**config.mk**
```make
export PLATFORM = sky130hd
export DESIGN_NAME = load_store_unit
export DESIGN_NICKNAME = d
export VERILOG_FILES = /design/src/rtl/load_store_unit_pkg.sv /design/src/rtl/load_store_unit_load_align.sv /design/src/rtl/load_store_unit.sv
export SDC_FILE = /design/constraint.sdc
export NUM_CORES = 1
export LEC_CHECK = 0
export CELL_PAD_IN_SITES_DETAIL_PLACEMENT = 1
export CELL_PAD_IN_SITES_GLOBAL_PLACEMENT = 1
export CORE_MARGIN = 2
export CORE_UTILIZATION = 25
export CTS_BUF_LIST = sky130_fd_sc_hd__clkbuf_8
export DETAILED_ROUTE_END_ITERATION = 12
export PLACE_DENSITY = 0.7
export SLEW_MARGIN = 5
export SYNTH_ARGS = -nofsm -noshare
export SYNTH_HDL_FRONTEND = slang
export SYNTH_SLANG_ARGS = --single-unit
```
**constraint.sdc**
```tcl
create_clock -name clk -period 2.7 [get_ports clk]
set_clock_uncertainty 0.15 [all_clocks]
set_input_delay 0.27 -clock clk [delete_from_list [all_inputs] [get_ports clk]]
set_output_delay 0.27 -clock clk [all_outputs]
set_load 0.02 [all_outputs]
```
**src/rtl/load_store_unit_pkg.sv**
```systemverilog
// Shared definitions for the memory stage: data width, RISC-V load/store funct3
// encodings and the load/store unit state type.
package load_store_unit_pkg;

    localparam int DATA_WIDTH = 32;

    localparam logic [2:0] FUNCT3_LB  = 3'b000;
    localparam logic [2:0] FUNCT3_LH  = 3'b001;
    localparam logic [2:0] FUNCT3_LW  = 3'b010;
    localparam logic [2:0] FUNCT3_LBU = 3'b100;
    localparam logic [2:0] FUNCT3_LHU = 3'b101;
    localparam logic [2:0] FUNCT3_SB  = 3'b000;
    localparam logic [2:0] FUNCT3_SH  = 3'b001;
    localparam logic [2:0] FUNCT3_SW  = 3'b010;

    typedef enum logic {
        LSU_IDLE  = 1'b0,
        LSU_BEAT1 = 1'b1
    } lsu_state_t;

endpackage

```
**src/rtl/load_store_unit_load_align.sv**
```systemverilog
// Load data alignment: selects the addressed bytes from a two-word window and
// sign- or zero-extends them according to funct3.
module lsu_load_align
    import load_store_unit_pkg::*;
(
    input  logic [2*DATA_WIDTH-1:0] rdata_i,
    input  logic [1:0]              off_i,
    input  logic [2:0]              funct3_i,
    output logic [DATA_WIDTH-1:0]   result_o
);

    logic [DATA_WIDTH-1:0] word;
    logic signed [7:0]     byte_s;
    logic signed [15:0]    half_s;

    assign word   = DATA_WIDTH'(rdata_i >> {off_i, 3'b000});
    assign byte_s = word[7:0];
    assign half_s = word[15:0];

    always_comb begin
        result_o = '0;
        case (funct3_i)
            FUNCT3_LB:  result_o = DATA_WIDTH'(byte_s);
            FUNCT3_LH:  result_o = DATA_WIDTH'(half_s);
            FUNCT3_LW:  result_o = word;
            FUNCT3_LBU: result_o = {24'h0, word[7:0]};
            FUNCT3_LHU: result_o = {16'h0, word[15:0]};
            default:    result_o = '0;
        endcase
    end

endmodule

```
**src/rtl/load_store_unit.sv**
```systemverilog
// Memory-stage load/store initiator: drives a word-addressed, byte-enabled data
// port and splits misaligned halfword/word accesses into two word beats.
module load_store_unit
    import load_store_unit_pkg::*;
(
    input  logic                  clk,
    input  logic                  rst_n,
    input  logic                  req_valid_i,
    output logic                  req_ready_o,
    input  logic                  req_we_i,
    input  logic [2:0]            funct3_i,
    input  logic [DATA_WIDTH-1:0] addr_i,
    input  logic [DATA_WIDTH-1:0] wdata_i,
    output logic                  resp_valid_o,
    output logic [DATA_WIDTH-1:0] resp_rdata_o,
    output logic                  resp_err_o,
    output logic                  mem_re_o,
    output logic                  mem_we_o,
    output logic [3:0]            mem_be_o,
    output logic [DATA_WIDTH-1:0] mem_addr_o,
    output logic [DATA_WIDTH-1:0] mem_wdata_o,
    input  logic [DATA_WIDTH-1:0] mem_rdata_i
);

    lsu_state_t state;

    logic [1:0]              off_p0;
    logic [2:0]              size_p0;
    logic [3:0]              size_mask_p0;
    logic                    legal_p0;
    logic                    misaligned_p0;
    logic [DATA_WIDTH-1:0]   addr0_p0;
    logic [DATA_WIDTH-1:0]   addr1_p0;
    logic [2*DATA_WIDTH-1:0] st_data_p0;
    logic [7:0]              st_mask_p0;

    logic [DATA_WIDTH-1:0]   cap_rdata0_p1;
    logic [1:0]              cap_off_p1;
    logic [2:0]              cap_funct3_p1;
    logic                    cap_we_p1;
    logic [DATA_WIDTH-1:0]   cap_addr1_p1;
    logic [DATA_WIDTH-1:0]   cap_wdata1_p1;
    logic [3:0]              cap_be1_p1;

    logic [2*DATA_WIDTH-1:0] align_rdata;
    logic [1:0]              align_off;
    logic [2:0]              align_funct3;
    logic [DATA_WIDTH-1:0]   align_result;

    // Stage p0: decode of the incoming request
    assign off_p0 = addr_i[1:0];

    always_comb begin
        case (funct3_i[1:0])
            2'b00:   begin size_p0 = 3'd1; size_mask_p0 = 4'b0001; end
            2'b01:   begin size_p0 = 3'd2; size_mask_p0 = 4'b0011; end
            default: begin size_p0 = 3'd4; size_mask_p0 = 4'b1111; end
        endcase
    end

    always_comb begin
        if (req_we_i)
            legal_p0 = (funct3_i == FUNCT3_SB) || (funct3_i == FUNCT3_SH) ||
                       (funct3_i == FUNCT3_SW);
        else
            legal_p0 = (funct3_i == FUNCT3_LB) || (funct3_i == FUNCT3_LH) ||
                       (funct3_i == FUNCT3_LW) || (funct3_i == FUNCT3_LBU) ||
                       (funct3_i == FUNCT3_LHU);
    end

    assign misaligned_p0 = legal_p0 && (({1'b0, off_p0} + size_p0) > 3'd4);
    assign addr0_p0      = {addr_i[DATA_WIDTH-1:2], 2'b00};
    assign addr1_p0      = addr0_p0 + DATA_WIDTH'(4);
    assign st_data_p0    = {{DATA_WIDTH{1'b0}}, wdata_i} << {off_p0, 3'b000};
    assign st_mask_p0    = {4'b0000, size_mask_p0} << off_p0;

    assign req_ready_o = (state == LSU_IDLE);

    always_comb begin
        mem_addr_o  = addr0_p0;
        mem_wdata_o = st_data_p0[DATA_WIDTH-1:0];
        mem_be_o    = 4'b0000;
        mem_re_o    = 1'b0;
        mem_we_o    = 1'b0;
        if (state == LSU_BEAT1) begin
            mem_addr_o  = cap_addr1_p1;
            mem_wdata_o = cap_wdata1_p1;
            mem_be_o    = cap_be1_p1;
            mem_re_o    = !cap_we_p1;
            mem_we_o    = cap_we_p1;
        end else if (req_valid_i && legal_p0) begin
            mem_be_o = st_mask_p0[3:0];
            mem_re_o = !req_we_i;
            mem_we_o = req_we_i;
        end
    end

    // In BEAT1 the window is {beat1, captured beat0}; aligned loads see one word.
    always_comb begin
        if (state == LSU_BEAT1) begin
            align_rdata  = {mem_rdata_i, cap_rdata0_p1};
            align_off    = cap_off_p1;
            align_funct3 = cap_funct3_p1;
        end else begin
            align_rdata  = {{DATA_WIDTH{1'b0}}, mem_rdata_i};
            align_off    = off_p0;
            align_funct3 = funct3_i;
        end
    end

    lsu_load_align u_load_align (
        .rdata_i  (align_rdata),
        .off_i    (align_off),
        .funct3_i (align_funct3),
        .result_o (align_result)
    );

    // Stage p1: beat-1 capture and registered response
    always_ff @(posedge clk or negedge rst_n) begin
        if (!rst_n) begin
            state         <= LSU_IDLE;
            resp_valid_o  <= 1'b0;
            resp_rdata_o  <= '0;
            resp_err_o    <= 1'b0;
            cap_rdata0_p1 <= '0;
            cap_off_p1    <= 2'b00;
            cap_funct3_p1 <= 3'b000;
            cap_we_p1     <= 1'b0;
            cap_addr1_p1  <= '0;
            cap_wdata1_p1 <= '0;
            cap_be1_p1    <= 4'b0000;
        end else begin
            resp_valid_o <= 1'b0;
            resp_err_o   <= 1'b0;
            resp_rdata_o <= '0;
            case (state)
                LSU_IDLE: begin
                    if (req_valid_i) begin
                        if (!legal_p0) begin
                            resp_valid_o <= 1'b1;
                            resp_err_o   <= 1'b1;
                        end else if (misaligned_p0) begin
                            cap_rdata0_p1 <= mem_rdata_i;
                            cap_off_p1    <= off_p0;
                            cap_funct3_p1 <= funct3_i;
                            cap_we_p1     <= req_we_i;
                            cap_addr1_p1  <= addr1_p0;
                            cap_wdata1_p1 <= st_data_p0[2*DATA_WIDTH-1:DATA_WIDTH];
                            cap_be1_p1    <= st_mask_p0[7:4];
                            state         <= LSU_BEAT1;
                        end else begin
                            resp_valid_o <= 1'b1;
                            resp_rdata_o <= req_we_i ? '0 : align_result;
                        end
                    end
                end
                LSU_BEAT1: begin
                    resp_valid_o <= 1'b1;
                    resp_rdata_o <= cap_we_p1 ? '0 : align_result;
                    state        <= LSU_IDLE;
                end
                default: state <= LSU_IDLE;
            endcase
        end
    end

endmodule

```
**Yosys cells after proc, flatten, opt, wreduce, memory -nomap -nowiden**

Index checks and enable logic that the tools add are counted.
W data, S select, Z words.

- Bits in registers: 141
- Input port bits: 103
- Output and inout bits: 105

- Add/subtract/negate cells: 2
- Magnitude comparators: 1
- Equal/unequal tests: 9
- Shift operators: 3
- Muxes and demuxes: 32
- Bitwise gates (word level): 1
- Reduce and logical (&&, ||, !) cells: 12

Operator list:

| cell | count |
|---|---|
| $mux W32 | 7 |
| $pmux W32 S5 | 1 |
| $mux W64 | 1 |
| $pmux W32 S2 | 1 |
| $shl A32 B5 Y64 | 1 |
| $shr A64 B5 Y32 | 1 |
| $add A32 B3 Y32 const B | 1 |
| $mux W1 | 14 |
| $eq A3 B3 Y1 const B | 4 |
| $mux W4 | 2 |
| $pmux W4 S2 | 1 |
| $shl A4 B2 Y8 | 1 |
| $eq A3 B1 Y1 const B | 2 |
| $eq A3 B2 Y1 const B | 2 |
| $logic_not A3 Y1 | 2 |
| $pmux W3 S2 | 1 |
| $logic_or A1 B1 Y1 | 4 |
| $pmux W1 S2 | 2 |
| $reduce_and A4 Y1 | 1 |
| $add A2 B3 Y3 | 1 |
| $gt A3 B3 Y1 const B | 1 |
| $mux W3 | 1 |
| $eq A2 B1 Y1 const B | 1 |
| $logic_and A1 B1 Y1 | 2 |
| 4 further kinds | 5 |

**Logic depth before layout (Yosys ltp)**

Gate-level depths: netlist (run 1).

- Depth after elaboration: 11
- Depth in mapped cells: 14

**Hierarchy**

A second synthesis (run 1) with hierarchy kept.

- Cell total of the unflattened synthesis: 909
- Area total of the unflattened synthesis: 8569.5 µm²

By module, submodules not included:

| module | times used | cells an instance | area an instance (µm²) |
|---|---|---|---|
| load_store_unit | 1 | 794 | 7349.5 |
| lsu_load_align | 1 | 115 | 1219.9 |

**Least setup slack after synthesis (run 1)**

OpenSTA, ideal clock, no wires.

- Path type: input port to flip-flop
- From: in addr_i[1]
- To: reg cap_be1_p1[0]
- Data arrival time: 2553 ps
- Slack: -127 ps
- Stages on the path: 12
- Buffers on the path: 5
- Path through: clkbuf_1 > inv_1 > clkbuf_1 > clkbuf_1 > fa_1 > xnor2_1 > nand2_1 > or2_1 > buf_2 > inv_2 > buf_2 > mux2_2

- Longest elaborated chain between the ends: 4
- Elaborated cells between the ends (all ways): 5
- Those cells by class: 1 x add/sub; 1 x order compare; 1 x shift; 2 x reduce/logical

RTL lines:

| element | RTL line | source |
|---|---|---|
| start, declared | load_store_unit.sv:12 | `input logic [DATA_WIDTH-1:0] addr_i,` |
| $add A2 B3 Y3 | load_store_unit.sv:71 | `assign misaligned_p0 = legal_p0 && (({1'b0, off_p0} + size_p0) > 3'd4);` |
| $gt A3 B3 Y1 | load_store_unit.sv:71 |  |
| $logic_and A1 B1 Y1 | load_store_unit.sv:71 |  |
| $reduce_and A4 Y1 (no line) | -- |  |
| end signal, assigned | load_store_unit.sv:149 | `cap_be1_p1 <= st_mask_p0[7:4];` |
| end, declared | load_store_unit.sv:43 | `logic [3:0] cap_be1_p1;` |

Several ways; a longest one is shown, not always the timed one.
A chain may end at the register's enable or synchronous reset.

**Worst setup path in the final report (run 1)**

- From: in addr_i[1]
- To: out mem_wdata_o[25]

- Longest elaborated chain between the ends: 2

RTL lines:

| element | RTL line | source |
|---|---|---|
| $shl A32 B5 Y64 | load_store_unit.sv:74 | `assign st_data_p0 = {{DATA_WIDTH{1'b0}}, wdata_i} << {off_p0, 3'b000};` |
| $mux W32 | load_store_unit.sv:85 | `if (state == LSU_BEAT1) begin` |
| end, declared | load_store_unit.sv:21 | `output logic [DATA_WIDTH-1:0] mem_wdata_o,` |

No other way between the ends.

==> impl_metrics.csv, run 1 <==
group,metric,value,unit
run_status,outcome,"completed",
sta,max_slew_margin,0.468,
placement,io_buffers,205,
clock_tree,htree_levels,4,
power_and_ir_drop,power_density,576,nW/um^2
synthesis,ys_seq_area_frac,0.387,
critical_path,path_common_cell,"clkdlybuf4s50_1",
drt,vias,7908,
layout,area_growth,40.3,%
synthesis,synth_cell_types,51,
critical_path,arrival,2.21,ns
floorplanning,dieWidth,187,microns
sta,hold_ws,0.0861,ns
placement,dp_hpwl,20900,microns
power_and_ir_drop,peakVddDrop,0.287,mV
sta,finalCritPeriodShare,0.972,
critical_path,cp-start-kind,"primary input",
drt,dr.first_iter.drc_count,309,
synthesis,synth_top_flop_cell,"dfrtp_1",
grt,grt_first_pass_wirelength,46800,microns
grt,antenna_found_initial,0,
critical_path,cp_slowest_cell,"clkdlybuf4s50_1",
layout,num-nets-final,1285,
sta,slew_violations,0,
synthesis,synth.area.top_cells,"dfrtp_1, nand2_1, mux2i_1, mux2_2, o21ai_0",
critical_path,cp_cell_sequence,"clkdlybuf4s50_1, buf_4, buf_12, mux4_2, and2_1, clkdlybuf4s50_1",
synthesis,yosysWarnings,0,
clock_tree,clock-sinks,130,
clock_tree,numCtsBuffers,17,
min_path,hp-start,"addr_i[0]",
critical_path,worstSetupPathType,"primary input to output port",
layout,nFillCells,3952,
synthesis,post-synth-top-area-cell,"dfrtp_1",
clock_tree,clkLatencyLatePin,0.47,ns
critical_path,startpoint,"addr_i[1]",
drt,vias_per_cell,4.82,
drt,drt_pass1_iterations,4,
floorplanning,std_cell_rows,67,
synthesis,synth_area,8410,sq um
sta,finalHoldViolCount,0,
sta,tns,0,ns
floorplanning,io_pins,208,
layout,final_common_cell,"nand2_1",
critical_path,slowest_delay,0.54,ns
sta,max_clock_freq,381,MHz
drt,antenna_left,0,
clock_tree,cts-root-buf,"clkbuf_8",
min_path,holdCritPathClass,"primary input to flip-flop",
sta,period_minus_slack,2.63,ns
grt,track_usage,0.167,
critical_path,cp-end-kind,"output port",
drt,drt-wirelength-per-cell,17.5,microns
synthesis,ys_ff_latch,130,
sta,tightest_slew,0.796,ns
synthesis,synth-edff-count,0,
floorplanning,start_util,0.252,
layout,mostFrequentLayoutCells,"nand2_1, clkdlybuf4s50_1, dfrtp_1",
layout,drive_gt1_frac,0.144,
critical_path,worstPathRequired,2.28,ns
critical_path,r2r-start,"state",
power_and_ir_drop,total_power,6.80,mW
flow_run,timing.max_cap.violations,0,
clock_tree,cts_buffer_depth,2,
drt,drc,0,
floorplanning,dieHeight,187,microns
clock_tree,clk_pin_slew,0.08,ns
synthesis,netlist.area_leader.share,0.387,
sta,setup_violations,0,
power_and_ir_drop,p_leak,5.38,nW
synthesis,syn_inst,969,
drt,wl,28700,microns
clock_tree,cts_tree,"built",
floorplanning,core-area,33400,sq um
grt,grt_pass1_vias,8388,
grt,grt_overflow,0,
sta,rsz0062_at_grt,"no",
floorplanning,dieArea,35100,sq um
grt,grt_max_degree,86,
synthesis,avgSynthCellArea,8.68,sq um
placement,place.gp.congestion,0.789,
synthesis,synthArstFlopShare,1.00,
critical_path,worstPathMaxFanout,17,
layout,n_antenna_cell,0,
## report_power, final
| part | total [mW] | leakage [nW] | internal (mW) | switching, mW |
|---|---|---|---|---|
| Combinational | 2.24 | 3.50 | 1.04 | 1.21 |
| Sequential | 2.72 | 1.69 | 2.39 | 0.325 |
| Clock | 1.84 | 0.199 | 0.947 | 0.889 |
| Total | 6.80 | 5.38 | 4.38 | 2.42 |
## stage by stage
step / setup WS [ns] / area, sq um / utilization / cells
finish: 0.0744 / 11800 / 0.354 / 1639
global route: 0.0256 / 11800 / 0.354 / 1639
CTS: -0.0360 / 11700 / 0.350 / 1637
detailed placement: -0.235 / 11300 / 0.337 / 1604
global placement: -0.135 / 11300 / 0.337 / 1604
floorplan: 0.000768 / 8420 / - / 970
## synthesized netlist by cell type, types with 3 or more instances
cell       count
a21oi_2       10
dfrtp_1      130
buf_2         42
clkbuf_1      22
and2_1         9
o2bb2ai_1      8
inv_1         17
xnor2_1       27
o31ai_1       12
nor4_1         9
o21ai_1        9
buf_1          7
nor2_1        48
nor2b_1       23
o21ai_0       57
mux2_2        45
a31oi_1        7
nand2_1      250
ha_1           3
nor3_1         7
nand3_1       28
and4_1         4
mux2i_1       68
nand4_1        3
a21oi_1       25
mux4_2         8
a22o_1        15
a22oi_1        8
a211oi_1      38
buf_6          3
## timing repair
item / in CTS / in global routing
buffers inserted: 0 / 2
hold endpoints to repair: 130 / 0
hold buffers: 1 / 0
gates cloned: 0 / 0
resized for setup: 22 / 43
setup endpoints to repair: 40 / 42
## layout make-up
cell class | count | area (sq um) | area share
well taps | 448 | 561 | 0.0475
multi-input cells | 745 | 4750 | 0.403
clock buffers | 18 | 248 | 0.0210
inverters | 19 | 71.3 | 0.00604
clock inverters | 14 | 176 | 0.0149
flip-flops and latches | 130 | 3260 | 0.276
repair buffers | 265 | 2740 | 0.232
## worst max-delay path: cells and delay by family
kind | cells | cell delay, ns
buf+inv | 4 | 1.44
mux | 1 | 0.31
simple gates | 1 | 0.17
## cells by family (layout without fill, tap and decap cells)
| group | count (synthesis) | in the layout | share of synthesized area |
|---|---|---|---|
| buffers and inverters | 95 | 316 | 0.0522 |
| flip-flops | 130 | 130 | 0.387 |
| XOR/XNOR | 29 | 29 | 0.0302 |
| AO/OA/AOI/OAI | 194 | 194 | 0.154 |
| adder cells (fa/ha/maj) | 4 | 4 | 0.00684 |
| other | 1 | 2 | 0.000446 |
| AND/OR/NAND/NOR | 392 | 392 | 0.201 |
| multiplexers | 124 | 124 | 0.169 |
## final timing paths
kind / endpoint / slack [ns] / depth (start not counted)
max: mem_wdata_o[25] / 0.07 / 6
min: cap_off_p1[0] / 0.09 / 3
max reg2reg: resp_rdata_o[12] / 0.28 / 7
min reg2reg: cap_wdata1_p1[18] / 0.32 / 2
max in group asynchronous: state / 1.56 / 3
min in group asynchronous: cap_addr1_p1[11] / 0.10 / 2
## registers in the layout (all words and copies together), names as in the netlist
register / cells
cap_rdata0_p1: 32
resp_rdata_o: 32
cap_addr1_p1: 30
cap_wdata1_p1: 24
cap_be1_p1: 3
cap_funct3_p1: 3
cap_off_p1: 2
cap_we_p1: 1
resp_err_o: 1
resp_valid_o: 1
state: 1
## per-layer routing
metal / track usage / vias up / share of wire
li1: - / 3773 / -
met1: 0.211 / 3927 / 0.45
met2: 0.287 / 178 / 0.50
met3: 0.0306 / 30 / 0.038
met4: 0.0548 / 0 / 0.017
met5: 0 / - / 0
(Power assumes the default switching activity.)
==> run 2, diff against run 1 <==
--- a/config.mk
+++ b/config.mk
@@ -7,2 +7,3 @@
 export LEC_CHECK = 0
+export ABC_AREA = 1
 export CELL_PAD_IN_SITES_DETAIL_PLACEMENT = 1
@@ -13,3 +14,3 @@
 export DETAILED_ROUTE_END_ITERATION = 12
-export PLACE_DENSITY = 0.7
+export PLACE_DENSITY = 0.73
 export SLEW_MARGIN = 5
==> constraint.sdc (replaced) <==
create_clock -name clk -period 2.7 [get_ports clk]
set_clock_uncertainty 0.15 [all_clocks]
set_input_delay 0.54 -clock clk [delete_from_list [all_inputs] [get_ports clk]]
set_output_delay 0.54 -clock clk [all_outputs]
set_load 0.02 [all_outputs]
==> impl_metrics.csv, run 2 <==
group,metric,value,unit
min_path,holdCritPathClass,"flip-flop to flip-flop",
synthesis,syn_inst,1259,
sta,finalCritPeriodShare,0.982,
floorplanning,dieHeight,187,microns
clock_tree,cts_buffer_depth,2,
clock_tree,htree_levels,4,
sta,max_clock_freq,377,MHz
sta,finalHoldViolCount,0,
clock_tree,cts_tree,"built",
critical_path,cp_cell_sequence,"clkdlybuf4s50_1, buf_4, nand2_4, o221ai_1, clkdlybuf4s15_2",
drt,antenna_left,0,
synthesis,netlist.area_leader.share,0.388,
layout,num-nets-final,1625,
floorplanning,dieArea,35000,sq um
critical_path,worstSetupPathType,"primary input to output port",
critical_path,cp_slowest_cell,"clkdlybuf4s50_1",
drt,wl,33100,microns
clock_tree,cts-root-buf,"clkbuf_8",
sta,tns,0,ns
drt,drc,0,
layout,final_common_cell,"nand2_1",
sta,hold_ws,0.337,ns
placement,dp_hpwl,25200,microns
synthesis,yosysMostFrequentCell,"nand2_1",
sta,max_slew_margin,0.517,
flow_run,timing.max_cap.violations,0,
layout,mostFrequentLayoutCells,"nand2_1, o21ai_0, clkdlybuf4s50_1",
floorplanning,core-area,33300,sq um
power_and_ir_drop,power_density,542,nW/um^2
placement,dp.cells,1945,
grt,grt_first_pass_wirelength,52800,microns
floorplanning,io_pins,208,
power_and_ir_drop,peakVddDrop,0.273,mV
drt,drt_pass1_iterations,5,
drt,vias_per_cell,4.69,
clock_tree,clock-sinks,130,
layout,reg.largest.list,"cap_rdata0_p1 x32, resp_rdata_o x32, cap_addr1_p1 x30",
critical_path,cp-start-kind,"primary input",
power_and_ir_drop,p_leak,5.89,nW
synthesis,yosysWarnings,0,
synthesis,synth.area.top_cells,"dfrtp_1, nand2_1, o21ai_0, inv_1, nand3_1",
power_and_ir_drop,total_power,6.43,mW
drt,vias,9286,
grt,grt_pass1_vias,9874,
synthesis,ys_top_cells_by_count,"nand2_1, o21ai_0, dfrtp_1",
layout,drive_gt1_frac,0.125,
grt,track_usage,0.190,
grt,antenna_found_initial,0,
synthesis,avgSynthCellArea,6.66,sq um
drt,dr.first_iter.drc_count,467,
layout,stdcell_count,1979,
floorplanning,dieWidth,187,microns
synthesis,synth-edff-count,0,
sta,slew_violations,0,
sta,setup_violations,0,
sta,rsz0062_at_grt,"yes",
critical_path,worstPathMaxFanout,17,
sta,tightest_slew,0.722,ns
grt,grt_max_degree,60,
critical_path,slowest_delay,0.54,ns
critical_path,worstPathRequired,2.01,ns
grt,grt_overflow,0,
clock_tree,numCtsBuffers,17,
critical_path,path_buf_inv,3,
synthesis,synthArstFlopShare,1.00,
clock_tree,clkLatencyLatePin,0.46,ns
critical_path,arrival,1.96,ns
synthesis,ys_ff_latch,130,
placement,io_buffers,205,
synthesis,synth_area,8390,sq um
placement,place.gp.congestion,0.914,
run_status,outcome,"completed",
clock_tree,clk_pin_slew,0.07,ns
floorplanning,start_util,0.252,
synthesis,ys_seq_area_frac,0.388,
synthesis,synth_top_flop_cell,"dfrtp_1",
layout,n_antenna_cell,0,
floorplanning,std_cell_rows,67,
synthesis,synth_cell_types,34,
sta,period_minus_slack,2.65,ns
layout,area_growth,41.4,%
drt,drt-wirelength-per-cell,16.7,microns
synthesis,post-synth-top-area-cell,"dfrtp_1",
critical_path,cp-end-kind,"output port",
critical_path,critPathTopFamily,"buffers and inverters",
==> run 2: changes by cell type after synthesis, sizes merged, moves of 24 or more <==
cell | before | now
nand2 | 250 | 455
inv | 18 | 128
o21ai | 66 | 165
nor2 | 49 | 118
nand3 | 28 | 92
mux2i | 69 | 16
mux2 | 47 | 0
a211oi | 38 | 5
xnor2 | 27 | 3
==> run 2: cell type report <==
| class | count | area, sq um |
|---|---|---|
| Clock buffer | 17 | 234 |
| Clock inverter | 15 | 196 |
| Fill cell | 4205 | 21400 |
| Multi-Input combinational cell | 931 | 4290 |
| Timing Repair Buffer | 310 | 2830 |
| Inverter | 128 | 490 |
| Sequential cell | 130 | 3260 |
| Tap cell | 448 | 561 |
==> run 2: metal layers <==
layer / wire length [microns] / global-route usage / up-vias
met5: 0 / 0 / -
li1: - / - / 4518
met1: 14100 / 0.225 / 4511
met2: 17100 / 0.347 / 207
met3: 1030 / 0.0293 / 50
met4: 874 / 0.0687 / 0
==> run 2: kinds of logic (layout without fill, tap and decap cells) <==
| group | Yosys count | in the layout | synth area share |
|---|---|---|---|
| simple gates | 676 | 676 | 0.326 |
| compound gates | 216 | 216 | 0.138 |
| buf+inv | 199 | 470 | 0.104 |
| flops | 130 | 130 | 0.388 |
| xor+xnor | 17 | 17 | 0.0178 |
| mux | 16 | 16 | 0.0191 |
| fa+ha+maj | 4 | 4 | 0.00686 |
| other cells | 1 | 2 | 0.000447 |
==> run 2: worst register-to-register path: cells and delay by family, from the launching register on <==
kind	cells	cell delay, ns
buffers and inverters	5	0.90
flip-flops	1	0.53
AND/OR/NAND/NOR	7	0.74
==> run 2: power breakdown <==
group / internal, mW / switching (mW) / total, mW
combinational: 0.775 / 1.16 / 1.94
clock: 0.945 / 0.957 / 1.90
sequential: 2.36 / 0.233 / 2.60
total: 4.08 / 2.35 / 6.43
==> run 2: repair_timing <==
item	in CTS	in global routing
hold endpoints to repair	50	0
gates resized for setup	118	52
gates cloned	0	0
hold buffers	1	0
pin swaps	2	3
setup buffers	1	0
endpoints found under the setup margin	68	47
==> run 2: path summary, 6_finish.rpt <==
| kind | slack [ns] | to | cells past startpoint | startpoint |
|---|---|---|---|---|
| min reg2reg | 0.34 | cap_wdata1_p1[11] | 2 | cap_wdata1_p1[11] |
| min | 0.34 | cap_wdata1_p1[11] | 2 | cap_wdata1_p1[11] |
| max in group asynchronous | 1.22 | cap_addr1_p1[4] | 3 | rst_n |
| max | 0.05 | mem_wdata_o[18] | 5 | addr_i[1] |
| max reg2reg | 0.32 | resp_rdata_o[21] | 12 | state |
| min in group asynchronous | 0.48 | cap_rdata0_p1[16] | 2 | rst_n |
==> run 2: through the flow <==
step	utilization	setup WS [ns]	cell area [sq um]
after detailed placement	0.346	-0.434	11500
final	0.356	0.0480	11900
after floorplan	-	0.205	8390
after CTS	0.358	0.00103	11900
after global placement	0.346	-0.400	11500
after global routing	0.356	-0.00215	11900
